$ cat config.mk
export PLATFORM = sky130hd
export DESIGN_NAME = control_unit
export DESIGN_NICKNAME = d
export VERILOG_FILES = /design/src/rtl/cpu_pkg.sv /design/src/rtl/ctrl_decode.sv /design/src/rtl/control_unit.sv
export SDC_FILE = /design/constraint.sdc
export NUM_CORES = 1
export LEC_CHECK = 0
export CAP_MARGIN = 20
export CORE_MARGIN = 8
export CORE_UTILIZATION = 26
export CTS_CLUSTER_SIZE = 10
export DETAILED_ROUTE_END_ITERATION = 6
export HOLD_SLACK_MARGIN = 0.05
export SLEW_MARGIN = 40
export SYNTH_ARGS = -nofsm -noshare
export SYNTH_HDL_FRONTEND = slang
export SYNTH_HIERARCHICAL = 1
export SYNTH_SLANG_ARGS = --single-unit
export TNS_END_PERCENT = 5
$ cat constraint.sdc
create_clock -name clk -period 2.9 [get_ports clk]
set_clock_uncertainty 0.1 [all_clocks]
set_input_delay 0.58 -clock clk [delete_from_list [all_inputs] [get_ports clk]]
set_output_delay 0.58 -clock clk [all_outputs]
set_load 0.1 [all_outputs]
$ cat src/rtl/cpu_pkg.sv
// Shared definitions for the bus CPU control unit: opcodes, ALU codes,
// step encoding, the control word and small decode helpers.
package cpu_pkg;

  localparam logic [4:0] OP_LD   = 5'd0;
  localparam logic [4:0] OP_LDI  = 5'd1;
  localparam logic [4:0] OP_ST   = 5'd2;
  localparam logic [4:0] OP_ADD  = 5'd3;
  localparam logic [4:0] OP_SUB  = 5'd4;
  localparam logic [4:0] OP_AND  = 5'd5;
  localparam logic [4:0] OP_OR   = 5'd6;
  localparam logic [4:0] OP_SHR  = 5'd7;
  localparam logic [4:0] OP_SHL  = 5'd8;
  localparam logic [4:0] OP_ROR  = 5'd9;
  localparam logic [4:0] OP_ROL  = 5'd10;
  localparam logic [4:0] OP_ADDI = 5'd11;
  localparam logic [4:0] OP_ANDI = 5'd12;
  localparam logic [4:0] OP_ORI  = 5'd13;
  localparam logic [4:0] OP_MUL  = 5'd14;
  localparam logic [4:0] OP_DIV  = 5'd15;
  localparam logic [4:0] OP_NEG  = 5'd16;
  localparam logic [4:0] OP_NOT  = 5'd17;
  localparam logic [4:0] OP_BR   = 5'd18;
  localparam logic [4:0] OP_JR   = 5'd19;
  localparam logic [4:0] OP_JAL  = 5'd20;
  localparam logic [4:0] OP_IN   = 5'd21;
  localparam logic [4:0] OP_OUT  = 5'd22;
  localparam logic [4:0] OP_MFHI = 5'd23;
  localparam logic [4:0] OP_MFLO = 5'd24;
  localparam logic [4:0] OP_NOP  = 5'd25;
  localparam logic [4:0] OP_HALT = 5'd26;

  localparam logic [3:0] ALU_ADD = 4'd0;
  localparam logic [3:0] ALU_SUB = 4'd1;
  localparam logic [3:0] ALU_AND = 4'd2;
  localparam logic [3:0] ALU_OR  = 4'd3;
  localparam logic [3:0] ALU_SHR = 4'd4;
  localparam logic [3:0] ALU_SHL = 4'd5;
  localparam logic [3:0] ALU_ROR = 4'd6;
  localparam logic [3:0] ALU_ROL = 4'd7;
  localparam logic [3:0] ALU_MUL = 4'd8;
  localparam logic [3:0] ALU_DIV = 4'd9;
  localparam logic [3:0] ALU_NEG = 4'd10;
  localparam logic [3:0] ALU_NOT = 4'd11;

  typedef enum logic [3:0] {
    S_T0, S_T1, S_T2, S_T3, S_T4, S_T5, S_T6, S_T7, S_HALT
  } step_e;

  typedef struct packed {
    logic       pc_out;
    logic       zlow_out;
    logic       zhi_out;
    logic       lo_out;
    logic       hi_out;
    logic       mdr_out;
    logic       inport_out;
    logic       c_out;
    logic       pc_in;
    logic       inc_pc;
    logic       ir_in;
    logic       y_in;
    logic       z_in;
    logic       hi_in;
    logic       lo_in;
    logic       mar_in;
    logic       mdr_in;
    logic       outport_in;
    logic       con_in;
    logic       read;
    logic       write;
    logic       gra;
    logic       grb;
    logic       grc;
    logic       rin;
    logic       rout;
    logic       ba_out;
    logic [3:0] alu_sel;
  } ctrl_word_t;

  function automatic logic [3:0] alu_op(input logic [4:0] op);
    case (op)
      OP_SUB:          return ALU_SUB;
      OP_AND, OP_ANDI: return ALU_AND;
      OP_OR, OP_ORI:   return ALU_OR;
      OP_SHR:          return ALU_SHR;
      OP_SHL:          return ALU_SHL;
      OP_ROR:          return ALU_ROR;
      OP_ROL:          return ALU_ROL;
      OP_MUL:          return ALU_MUL;
      OP_DIV:          return ALU_DIV;
      OP_NEG:          return ALU_NEG;
      OP_NOT:          return ALU_NOT;
      default:         return ALU_ADD;
    endcase
  endfunction

  // Final execute step of each instruction; after it the unit refetches.
  function automatic step_e last_step(input logic [4:0] op);
    case (op)
      OP_LD, OP_ST:                   return S_T7;
      OP_MUL, OP_DIV, OP_BR:          return S_T6;
      OP_NEG, OP_NOT, OP_JAL:         return S_T4;
      OP_LDI, OP_ADD, OP_SUB, OP_AND, OP_OR, OP_SHR, OP_SHL, OP_ROR, OP_ROL,
      OP_ADDI, OP_ANDI, OP_ORI:       return S_T5;
      default:                        return S_T3;
    endcase
  endfunction

  // halt and every unassigned opcode (27..31) stop the machine.
  function automatic logic is_halt_op(input logic [4:0] op);
    return op >= OP_HALT;
  endfunction

endpackage

$ cat src/rtl/ctrl_decode.sv
// Combinational decode of (step, opcode, CON) into the datapath control word.
module ctrl_decode
  import cpu_pkg::*;
(
  input  step_e       step,
  input  logic [4:0]  opcode,
  input  logic        con_out,
  output ctrl_word_t  cw
);

  // Every line defaults low; each step raises only the lines it needs.
  always_comb begin
    cw = '0;
    case (step)
      S_T0: begin cw.pc_out = 1'b1; cw.mar_in = 1'b1; cw.inc_pc = 1'b1; end
      S_T1: begin cw.read = 1'b1; cw.mdr_in = 1'b1; end
      S_T2: begin cw.mdr_out = 1'b1; cw.ir_in = 1'b1; end
      S_T3: begin
        case (opcode)
          OP_ADD, OP_SUB, OP_AND, OP_OR, OP_SHR, OP_SHL, OP_ROR, OP_ROL,
          OP_ADDI, OP_ANDI, OP_ORI: begin cw.grb = 1'b1; cw.rout = 1'b1; cw.y_in = 1'b1; end
          OP_NEG, OP_NOT: begin
            cw.grb = 1'b1; cw.rout = 1'b1; cw.alu_sel = alu_op(opcode); cw.z_in = 1'b1;
          end
          OP_LD, OP_LDI, OP_ST: begin cw.grb = 1'b1; cw.ba_out = 1'b1; cw.y_in = 1'b1; end
          OP_MUL, OP_DIV: begin cw.gra = 1'b1; cw.rout = 1'b1; cw.y_in = 1'b1; end
          OP_BR:   begin cw.gra = 1'b1; cw.rout = 1'b1; cw.con_in = 1'b1; end
          OP_JAL:  begin cw.pc_out = 1'b1; cw.grb = 1'b1; cw.rin = 1'b1; end
          OP_JR:   begin cw.gra = 1'b1; cw.rout = 1'b1; cw.pc_in = 1'b1; end
          OP_IN:   begin cw.inport_out = 1'b1; cw.gra = 1'b1; cw.rin = 1'b1; end
          OP_OUT:  begin cw.gra = 1'b1; cw.rout = 1'b1; cw.outport_in = 1'b1; end
          OP_MFHI: begin cw.hi_out = 1'b1; cw.gra = 1'b1; cw.rin = 1'b1; end
          OP_MFLO: begin cw.lo_out = 1'b1; cw.gra = 1'b1; cw.rin = 1'b1; end
          default: ;
        endcase
      end
      S_T4: begin
        case (opcode)
          OP_ADD, OP_SUB, OP_AND, OP_OR, OP_SHR, OP_SHL, OP_ROR, OP_ROL: begin
            cw.grc = 1'b1; cw.rout = 1'b1; cw.alu_sel = alu_op(opcode); cw.z_in = 1'b1;
          end
          OP_ADDI, OP_ANDI, OP_ORI: begin
            cw.c_out = 1'b1; cw.alu_sel = alu_op(opcode); cw.z_in = 1'b1;
          end
          OP_NEG, OP_NOT: begin cw.zlow_out = 1'b1; cw.gra = 1'b1; cw.rin = 1'b1; end
          OP_LD, OP_LDI, OP_ST: begin cw.c_out = 1'b1; cw.alu_sel = ALU_ADD; cw.z_in = 1'b1; end
          OP_MUL, OP_DIV: begin
            cw.grb = 1'b1; cw.rout = 1'b1; cw.alu_sel = alu_op(opcode); cw.z_in = 1'b1;
          end
          OP_BR:  begin cw.pc_out = 1'b1; cw.y_in = 1'b1; end
          OP_JAL: begin cw.gra = 1'b1; cw.rout = 1'b1; cw.pc_in = 1'b1; end
          default: ;
        endcase
      end
      S_T5: begin
        case (opcode)
          OP_ADD, OP_SUB, OP_AND, OP_OR, OP_SHR, OP_SHL, OP_ROR, OP_ROL,
          OP_ADDI, OP_ANDI, OP_ORI, OP_LDI: begin cw.zlow_out = 1'b1; cw.gra = 1'b1; cw.rin = 1'b1; end
          OP_LD, OP_ST:   begin cw.zlow_out = 1'b1; cw.mar_in = 1'b1; end
          OP_MUL, OP_DIV: begin cw.zlow_out = 1'b1; cw.lo_in = 1'b1; end
          OP_BR: begin cw.c_out = 1'b1; cw.alu_sel = ALU_ADD; cw.z_in = 1'b1; end
          default: ;
        endcase
      end
      S_T6: begin
        case (opcode)
          OP_LD:          begin cw.read = 1'b1; cw.mdr_in = 1'b1; end
          OP_ST:          begin cw.gra = 1'b1; cw.rout = 1'b1; cw.mdr_in = 1'b1; end
          OP_MUL, OP_DIV: begin cw.zhi_out = 1'b1; cw.hi_in = 1'b1; end
          OP_BR:          begin cw.zlow_out = con_out; cw.pc_in = con_out; end
          default: ;
        endcase
      end
      S_T7: begin
        case (opcode)
          OP_LD:   begin cw.mdr_out = 1'b1; cw.gra = 1'b1; cw.rin = 1'b1; end
          OP_ST:   cw.write = 1'b1;
          default: ;
        endcase
      end
      default: ;
    endcase
  end

endmodule

$ cat src/rtl/control_unit.sv
// Hard-wired step-counter control unit: step register, fetch/execute
// sequencing with memory-ready stalls, and halt handling.
module control_unit #(
  parameter int RESET_PC_STEP = 0
) (
  input  logic        clk,
  input  logic        clr,
  input  logic [31:0] IR,
  input  logic        CON_out,
  input  logic        mem_ready,
  output logic        run,
  output logic        PCout, ZLOWout, ZHIout, LOout, HIout, MDRout, inPortout, Cout,
  output logic        PC_in, Inc_PC, IR_in, Y_in, Z_in, HI_in, LO_in, MAR_in, MDR_in,
  output logic        outPort_in, CON_in,
  output logic        read, write,
  output logic        Gra, Grb, Grc, Rin, Rout, BAout,
  output logic [3:0]  ALU_select
);
  import cpu_pkg::*;

  localparam step_e RST_STEP = step_e'(RESET_PC_STEP[3:0]);

  step_e      state_q, state_d;
  logic [4:0] opcode;
  logic       mem_step;
  logic       unused_ir;
  ctrl_word_t cw, cw_out;

  assign opcode    = IR[31:27];
  assign unused_ir = ^IR[26:0];

  // Memory steps that must hold until the memory reports completion.
  assign mem_step = (state_q == S_T1) ||
                    (state_q == S_T6 && opcode == OP_LD) ||
                    (state_q == S_T7 && opcode == OP_ST);

  // Step register; reset aborts whatever instruction is in flight.
  always_ff @(posedge clk or negedge clr) begin
    if (!clr) state_q <= RST_STEP;
    else      state_q <= state_d;
  end

  // Step advance: stall on memory, halt on bad/halt opcode, wrap after last step.
  always_comb begin
    state_d = state_q;
    if (state_q == S_HALT) begin
      state_d = S_HALT;
    end else if (mem_step && !mem_ready) begin
      state_d = state_q;
    end else if (state_q == S_T2) begin
      state_d = is_halt_op(opcode) ? S_HALT : S_T3;
    end else if (state_q == S_T0 || state_q == S_T1) begin
      state_d = step_e'(state_q + 4'd1);
    end else if (state_q == last_step(opcode) || state_q == S_T7) begin
      state_d = S_T0;
    end else begin
      state_d = step_e'(state_q + 4'd1);
    end
  end

  ctrl_decode u_decode (
    .step    (state_q),
    .opcode  (opcode),
    .con_out (CON_out),
    .cw      (cw)
  );

  // Hold every control line low while reset is asserted.
  always_comb begin
    cw_out = clr ? cw : '0;
    run    = clr && (state_q != S_HALT);
  end

  assign PCout      = cw_out.pc_out;
  assign ZLOWout    = cw_out.zlow_out;
  assign ZHIout     = cw_out.zhi_out;
  assign LOout      = cw_out.lo_out;
  assign HIout      = cw_out.hi_out;
  assign MDRout     = cw_out.mdr_out;
  assign inPortout  = cw_out.inport_out;
  assign Cout       = cw_out.c_out;
  assign PC_in      = cw_out.pc_in;
  assign Inc_PC     = cw_out.inc_pc;
  assign IR_in      = cw_out.ir_in;
  assign Y_in       = cw_out.y_in;
  assign Z_in       = cw_out.z_in;
  assign HI_in      = cw_out.hi_in;
  assign LO_in      = cw_out.lo_in;
  assign MAR_in     = cw_out.mar_in;
  assign MDR_in     = cw_out.mdr_in;
  assign outPort_in = cw_out.outport_in;
  assign CON_in     = cw_out.con_in;
  assign read       = cw_out.read;
  assign write      = cw_out.write;
  assign Gra        = cw_out.gra;
  assign Grb        = cw_out.grb;
  assign Grc        = cw_out.grc;
  assign Rin        = cw_out.rin;
  assign Rout       = cw_out.rout;
  assign BAout      = cw_out.ba_out;
  assign ALU_select = cw_out.alu_sel;

endmodule

==> results.md, run 1 <==
* Status: complete, but fails checks
* Failing checks: negative setup slack
* CP max FO at 3
* Clk network pwr share at 0.082
* Synth Flop Type: dfrtp_1
* Slew margin rel. at 0.760
* Antenna Diode Count at 0
* Initial DRC count at 100
* CTS tree: yes
* Critical path class: in -> out
* # clock sinks at 4
* Worst endpoint data arrival time at about 2.3 ns
* Worst min path class: reg -> reg
* Chip Width at 95.7 µm
* Drt drc at 0
* GRT Total Usage at 0.131
* Clock slew at reported path FFs at 0.03 ns
* Max-Cap Viols at 0
* P per Cell Area at 450 nW/µm²
* Post-Syn Area per Cell at 6.66 µm²
* Die Height at 95.7 µm
* Sequential share of power at 0.097
* Leakage power at 1.28 nW
* CP endpoint kind: output pin
* Post-Route WL at 6050 µm
* DRT Pass-1 Iters at 4
* Final setup fails at 3
* Min cycle time layout at 2.93 ns
* Synth-to-Final Area Change at 86.4%
* Syn Inst Count at 248
* Pre-CTS WS at -0.695 ns
* FP Rows at 29
* Max Slew Vio Count at 0
* Final period util at 1.01
* Top reg by flops: state_q
* Final WS setup at -0.0339 ns
* Via density per instance at slightly above 5
* Grt total ovfl at 0
* PortBufs at 40
* NumNets Final at 385
* H-tree depth at 1
* Core area at 6240 µm²
* Ys async rst share at 1.00
* Final ANT Viol Nets at 0
* R2R setup slack at 0.47 ns
* Initial core utilization at 0.265
* Gpl congestion at 0.891
* Critical Path Source Type: primary input
* Syn nets at just under 300
* CTS Root Cell: clkbuf_8
* Synthesized cell area at 1650 µm²
* Num CTS Buffers at 3
* Layout cells sized above 1 at 0.441
* Die area at 9160 µm²
* Area post-placement at 2810 µm²
* FF+latch area at 100 µm²
* Biggest regs: state_q: 4 flops
* Peak VDD IR at 380 µV
* Switch share at 0.535
* Final Instance Area at slightly above 3000 µm²
* Total power draw at 1.39 mW
* Worst-Skew Late Latency at around 0.21 ns
* Switching pwr at 0.741 mW
* Final hold vios at 0
* Critical Path RT at 2.22 ns
* Multi-input combinational cell area at 1530 µm²
* Placed insts at around 400
* WL per Instance at 14.6 µm
* Vias at 2120
* Top Ports at 68
* Slew at the pin closest to its max-slew limit at 0.359 ns
* EDFF count, synth at 0
* CTS Buffer Depth at 2
* Layout fillers at 592
* RSZ-0062 raised after global routing: true
* Warnings from Yosys at 6
* Register bit total from synthesis at 4
* Post-DP HPWL at 4740 µm
* F_max at between 300 and 400 MHz
* Antenna violations before repair at 0
* Post-Layout Cell Count at 415
* Largest net degree at the start of global routing at 37
* Max reg flops at 4
* Pint at 0.645 mW
* Vias in the first global route at 2074
* Seq/Total Area, Yosys at 0.0606
* Gate power share at 0.821
* Global-route wire length before repair at a little under 10000 µm
* Synth unique cells at 70
power groups by stage:
| stage | registers [mW] | logic, mW | clock network [mW] |
|---|---|---|---|
| after global routing | 0.141 | 1.23 | 0.124 |
| final | 0.134 | 1.14 | 0.114 |
| after floorplan | 0.117 | 0.755 | 0 |
| after global placement | 0.134 | 1.08 | 0 |
| after CTS | 0.135 | 1.13 | 0.118 |
| after detailed placement | 0.135 | 1.09 | 0 |
layout by cell type (no fill, tap or decap), drive strengths merged, types with 8 or more instances in the layout:
master  Yosys  layout
a21oi      11      11
and2       31      31
buf        10     104
ha          9       9
inv        12      12
nand2      19      19
nand3       8       8
nor2       26      26
nor3       10      10
o21ai      16      16
metal layers:
metal  track usage  vias up  wire length, µm
li1              -     1076                -
met1         0.164      977             2730
met2         0.230       54             2930
met3       0.00936       13              269
met4        0.0448        0              118
met5             0        -                0
timing repair:
action / in CTS / in global routing
pin swaps: 12 / 5
hold buffers: 0 / 0
resized for setup: 65 / 7
setup endpoints to repair: 29 / 14
buffers inserted: 10 / 0
kinds of logic after synthesis:
| group | synth area share |
|---|---|
| fa+ha+maj | 0.0749 |
| simple gates | 0.395 |
| compound gates | 0.346 |
| flops | 0.0606 |
| mux | 0.00681 |
| buf+inv | 0.0954 |
| xor+xnor | 0.0212 |
metrics by stage:
stage	hold WS [ns]	util	setup TNS, ns
after floorplan	0.184	-	-1.20
after global placement	0.548	0.449	-10.14
after detailed placement	0.563	0.449	-10.89
after CTS	0.566	0.491	-0.0124
after global routing	0.621	0.494	-0.512
final	0.572	0.494	-0.0881
worst max-delay path, stage by stage:
cell and delay, ns:
buf_8 0.08, buf_6 0.09, buf_6 0.10, ha_4 0.15, buf_6 0.10, and2b_1 0.15, a21o_1 0.13, nand2_2 0.07
a221o_1 0.37, o211ai_1 0.09, and2_4 0.17, buf_12 0.16
cell type report:
class	count	area share
Sequential cell	4	0.0325
Tap cell	77	0.0313
Timing Repair Buffer	107	0.409
Inverter	13	0.0175
Clock buffer	3	0.0134
Multi-Input combinational cell	211	0.497
cells in the mapped netlist (4+ instances only):
cell type,instances,area (µm²)
inv_1,11,41.3
and3_1,5,31.3
o21ai_0,12,60.1
a21oi_1,11,55.1
nor3_1,9,45.0
buf_2,6,30.0
o21ai_1,4,20.0
and2_1,31,194
ha_1,9,113
dfrtp_1,4,100
nor2_1,25,93.8
clkbuf_1,10,37.5
nand3_1,8,40.0
nand2_1,19,71.3
o21a_1,4,30.0
nand2b_1,4,25.0
worst paths after layout:
path | endpoint | depth (start not counted) | startpoint
max reg2reg | state_q[0] | 8 | state_q[0]
min reg2reg | state_q[3] | 2 | state_q[3]
max in group asynchronous | state_q[1] | 2 | clr
min in group asynchronous | state_q[3] | 2 | clr
min | state_q[3] | 2 | state_q[3]
max | Gra | 12 | IR[28]
(Power assumes the default switching activity.)
==> run 2: changes to the inputs <==
MAX_ROUTING_LAYER = met4   (was default)
==> run 2 against run 1 <==
Against the previous run:
- flip-flop and latch count is the same
- global-route usage grew 0.51 points
- the run still ends with negative setup slack left
- register-to-register slack worse by 0.06 ns
- critical path depth decreased by 1
==> results.md, run 2 (same netlist as run 1, synthesis figures left out) <==
* Status: complete, but fails checks
* Failing checks: negative setup slack
* Largest net degree at the start of global routing at 37 (unchanged)
* Global-route wire length before repair at 10000 µm (+1.3%)
* CTS Root Cell: clkbuf_8
* Pre-CTS WS at -0.704 ns (-0.00904 ns)
* Most common cell after layout, fill and taps aside: buf_4
* Initial DRC count at 154 (+54%)
* Final WS setup at -0.0609 ns (-0.0270 ns)
* Gpl congestion at 0.982 (+10%)
* FP Rows at 29 (unchanged)
* Die area at 9160 µm² (unchanged)
* Antenna violations before repair at 0 (unchanged)
* Leakage power at 1.29 nW (+0.79%)
* Critical path class: in -> out
* Grt total ovfl at 0 (unchanged)
* Max reg flops at 4 (unchanged)
* Multi-input combinational cell area at 1540 µm² (+0.82%)
* Peak VDD IR at 381 µV (+0.28%)
* Core area at 6240 µm² (unchanged)
* Final setup fails at 7 (+4)
* H-tree depth at 1 (unchanged)
* CP endpoint kind: output pin
* Slew at the pin closest to its max-slew limit at 0.384 ns (+0.0257 ns)
* Die Height at 95.7 µm (unchanged)
* Vias in the first global route at 2094 (+0.96%)
* Final hold vios at 0 (unchanged)
* Post-DP HPWL at 4670 µm (-1.5%)
* Clock slew at reported path FFs at 0.03 ns (about the same)
* P per Cell Area at 453 nW/µm² (+0.66%)
* F_max at 338 MHz (-0.91%)
* Synth-to-Final Area Change at 88.9%
* Final ANT Viol Nets at 0 (unchanged)
* Layout cells sized above 1 at 0.456 (+0.0151)
* # clock sinks at 4 (unchanged)
* CTS tree: yes
* WHS at 0.565 ns (-0.00736 ns)
* Critical Path RT at 2.22 ns (about the same)
* CTS hold repair buffers at 0 (unchanged)
* Max-Cap Viols at 0 (unchanged)
* Worst min path class: reg -> reg
* CTS Buffer Depth at 2 (unchanged)
* Vias at 2172 (+2.5%)
* Min cycle time layout at 2.96 ns (+0.0270 ns)
* Top Ports at 68 (unchanged)
* CP max FO at 3 (unchanged)
* GRT Total Usage at 0.136 (+0.00514)
* Post-Layout Cell Count at 417 (+0.48%)
* Drt drc at 0 (unchanged)
* Worst-Skew Late Latency at 0.21 ns (about the same)
* FF+latch area at 100 µm² (unchanged)
* Slew margin rel. at 0.742 (-0.0184)
* Worst endpoint data arrival time at 2.28 ns (+0.03 ns)
* Antenna Diode Count at 0 (unchanged)
* Num CTS Buffers at 3 (unchanged)
* WL per Instance at 14.8 µm (+1.8%)
* Placed insts at 400 (-0.50%)
* Top reg by flops: state_q
* Biggest regs: state_q: 4 flops
* NumNets Final at 387 (+0.52%)
* Initial core utilization at 0.265 (unchanged)
* Chip Width at 95.7 µm (unchanged)
* DRT Pass-1 Iters at 4 (unchanged)
* Layout fillers at 582 (-1.7%)
* Most frequent cells in the layout: buf_4, buf_12, and2_1, nor2_1, nand2_1
* RSZ-0062 raised after global routing: true
* Max Slew Vio Count at 0 (unchanged)
* Post-Route WL at 6190 µm (+2.2%)
* Critical Path Source Type: primary input
* Via density per instance at 5.21 (+2.0%)
* Total power draw at 1.41 mW (+2.0%)
* Final period util at 1.02 (+0.00931)
* PortBufs at 40 (unchanged)
-- run 2: area by class of cell --
class,instances,share of cell area
multi-input combinational,211,0.494
timing repair buffer,109,0.411
sequential,4,0.0321
tap,77,0.0308
inverter,13,0.0184
clock buffer,3,0.0132
-- run 2: per-layer routing --
metal	vias up	GRT usage	share of wire
met3	6	0.0101	0.065
met2	82	0.226	0.48
met1	1006	0.173	0.44
li1	1078	-	-
met5	-	-	0
met4	0	0.0384	0.011
-- run 2: path summary, 6_finish.rpt --
kind / start / endpoint / slack (ns) / depth (start not counted)
max in group asynchronous: clr / state_q[0] / 1.87 / 2
hold / removal: state_q[3] / state_q[3] / 0.57 / 2
hold reg to reg: state_q[3] / state_q[3] / 0.57 / 2
setup reg to reg: state_q[0] / state_q[0] / 0.41 / 8
setup / recovery: IR[28] / Z_in / -0.06 / 11
min in group asynchronous: clr / state_q[2] / 0.62 / 2
-- run 2: through the flow --
step	cell area [µm²]	setup TNS, ns	util
3_5_place_dp	2790	-11.03	0.447
6_report	3120	-0.223	0.500
5_1_grt	3120	-0.933	0.500
4_1_cts	3090	-0.0852	0.495
2_1_floorplan	1660	-1.20	-
3_3_place_gp	2790	-10.32	0.447
-- run 2: critical path, stage by stage --
cell	delay, ns
buf_8	0.10
buf_6	0.11
buf_6	0.11
ha_4	0.16
inv_4	0.07
buf_6	0.10
o21ai_2	0.04
a311o_1	0.43
a22o_1	0.24
and2_4	0.17
buf_12	0.16
-- run 2: where the power goes --
group	total, mW	switching [mW]	internal (mW)
registers	0.137	0.0512	0.0858
clock network	0.115	0.0270	0.0883
logic	1.16	0.685	0.477
total	1.41	0.763	0.651
-- run 2: repair_timing --
item | in CTS | in global routing
gates resized for setup | 65 | 11
pin swaps | 16 | 7
setup buffers | 14 | 0
setup endpoints to repair | 29 | 18
==> run 3: changes to the inputs <==
clock period = 2.4 ns   (was 2.9 ns; I/O delays follow)
==> run 3 against run 2 <==
Against the previous run:
- the run still ends with negative setup slack left
- sequential power rose by 12%
- global-route usage increased by 1.1 points
- utilization increased by 3.6 points
- flip-flop and latch count did not move
- via count rose by 5.5%
- register-to-register slack got worse by 0.27 ns
- setup slack got worse by 0.26 ns
- combinational power increased by 31%
- cell area rose by 7.2%
- wire length up 6.5%
- hold slack got worse by 0.048 ns
- sequential share of layout area fell by 0.18 points
- critical path type unchanged
- critical endpoint unchanged
==> results.md, run 3 (same netlist as run 1, synthesis figures left out) <==
* Status: complete, but fails checks
* R2r endpoint: state_q[0]
* Worst min path class: in -> async
* CP top delay family: compound AO/OA/AOI/OAI gates
* Antenna Diode Count at 0 (unchanged)
* Critical Path Source Type: primary input
* WL per Instance at 15.4 µm (+3.5%)
* Via density per instance at 5.34 (+2.5%)
* Most common cell after layout, fill and taps aside: buf_4
* Clock slew at reported path FFs at 0.03 ns (about the same)
* Crit path buf inv count at 5 (-1)
* Top reg by flops: state_q
* Antenna violations before repair at 0 (unchanged)
* Total power draw at 1.82 mW (+28%)
* Critical path class: in -> out
* NumNets Final at 399 (+3.1%)
* R2R setup slack at 0.14 ns (-0.27 ns)
* Biggest regs: state_q: 4 flops
* Worst-Skew Late Latency at 0.21 ns (about the same)
* Post-DP HPWL at 4580 µm (-1.8%)
* # clock sinks at 4 (unchanged)
* DRT Pass-1 Iters at 4 (unchanged)
* Leakage power at 1.40 nW (+8.2%)
* Layout fillers at 579 (-0.52%)
* Final ANT Viol Nets at 0 (unchanged)
* Worst endpoint data arrival time at 2.14 ns (-0.14 ns)
* F_max at 368 MHz
* Cells along the critical path: buf_8 -> inv_8 -> ha_4 -> buf_4 -> buf_6 -> o21a_1 -> a311o_1 -> a22o_1 -> and2_4 -> buf_12
* Post-Route WL at 6590 µm (+6.5%)
* Final WS setup at -0.317 ns (-0.256 ns)
* Initial DRC count at 133 (-14%)
* Max-Cap Viols at 0 (unchanged)
* Die area at 9160 µm² (unchanged)
* Post-Layout Cell Count at 429 (+2.9%)
* CP max FO at 8 (+5)
* Synth-to-Final Area Change at 103%
* FF-to-FF Start: state_q[0]
* Final hold vios at 0 (unchanged)
* Largest net degree at the start of global routing at 37 (unchanged)
* Top Ports at 68 (unchanged)
* Critical Path Max Stage Delay at 0.33 ns (-0.10 ns)
* CTS tree: yes
* Min cycle time layout at roughly 2.7 ns
* Critical Path RT at 1.82 ns (-0.40 ns)
* Reg2Reg Depth at 8 (unchanged)
* CP endpoint kind: output pin
* RSZ-0062 raised after global routing: true
* CTS Buffer Depth at 2 (unchanged)
* Global-route wire length before repair at 11000 µm (+10%)
* FP Rows at 29 (unchanged)
* PortBufs at 40 (unchanged)
* Peak VDD IR at 362 µV (-5.2%)
* Chip Width at 95.7 µm (unchanged)
* Final period util at 1.13
* H-tree depth at 1 (unchanged)
* Initial core utilization at 0.265 (unchanged)
* FF+latch area at 101 µm² (+1.2%)
* GRT Total Usage at 0.148 (+0.0114)
* Multi-input combinational cell area at 1640 µm² (+6.4%)
* Num CTS Buffers at 3 (unchanged)
* Slew margin rel. at 0.751 (+0.00948)
* Most frequent cells in the layout: buf_4, buf_12, nor2_1, nand2_1
* Drt drc at 0 (unchanged)
* Vias at 2291 (+5.5%)
* Die Height at 95.7 µm (unchanged)
* Max Slew Vio Count at 0 (unchanged)
* Final setup fails at 23 (+16)
* Slowest CP cell: a311o_1
* CTS Root Cell: clkbuf_8
* Grt total ovfl at 0 (unchanged)
* Failing checks: negative setup slack
* Placed insts at 404 (+1.0%)
* Slew at the pin closest to its max-slew limit at 0.372 ns (-0.0124 ns)
* Vias in the first global route at 2279 (+8.8%)
* P per Cell Area at 542 nW/µm² (+20%)
* Core area at 6240 µm² (unchanged)
* Layout cells sized above 1 at 0.557 (+0.101)
* Max reg flops at 4 (unchanged)
* Gpl congestion at 0.906 (-7.7%)
-- run 3: cell count changes in the layout (fill, tap and decap cells not counted), sizes merged --
cell,before,now
clkdlybuf4s15,1,0
buf,105,118
clkinvlp,1,0
clkinv,0,1
-- run 3: where the power goes --
group | total [mW] | internal (mW) | switching, mW
sequential | 0.153 | 0.106 | 0.0471
combinational | 1.52 | 0.642 | 0.880
clock | 0.140 | 0.107 | 0.0335
-- run 3: timing repair --
item / CTS / global route
gates resized for setup: 96 / 15
pin swaps: 20 / 17
setup buffers: 17 / 5
gates cloned: 1 / 0
endpoints found under the setup margin: 33 / 32
hold buffers: 0 / 0
-- run 3: metal layers --
metal  track usage  part of all wire  up-vias
met1         0.191              0.43     1079
li1              -                 -     1107
met3        0.0133             0.067       11
met4        0.0410            0.0099        0
met2         0.239              0.49       94
met5             -                 0        -
-- run 3: layout make-up --
type | instances | share of cell area
Inverter | 13 | 0.0194
Multi-Input combinational cell | 211 | 0.490
Sequential cell | 4 | 0.0303
Tap cell | 77 | 0.0288
Clock buffer | 3 | 0.0123
Timing Repair Buffer | 121 | 0.419
-- run 3: worst max-delay path by stage --
stage / endpoint / depth (start not counted) / slack, ns / from
after global routing: Gra / 11 / -0.41 / IR[27]
after global placement: ZLOWout / 9 / -0.88 / IR[28]
after CTS: Gra / 9 / -0.34 / IR[29]
final: Z_in / 10 / -0.32 / IR[27]
after floorplan: read / 6 / -0.28 / state_q[0]
after detailed placement: Y_in / 9 / -0.88 / IR[28]
-- run 3: per-stage QoR --
stage          setup WS (ns)  hold WS, ns  setup TNS [ns]  instance area [µm²]  utilization
2_1_floorplan         -0.276       0.0844           -3.91                 1690            -
3_3_place_gp          -0.884        0.543          -19.62                 2860        0.459
3_5_place_dp          -0.880        0.564          -20.33                 2860        0.459
4_1_cts               -0.341        0.523           -2.91                 3270        0.524
5_1_grt               -0.408        0.538           -5.95                 3350        0.536
6_report              -0.317        0.517           -3.43                 3350        0.536
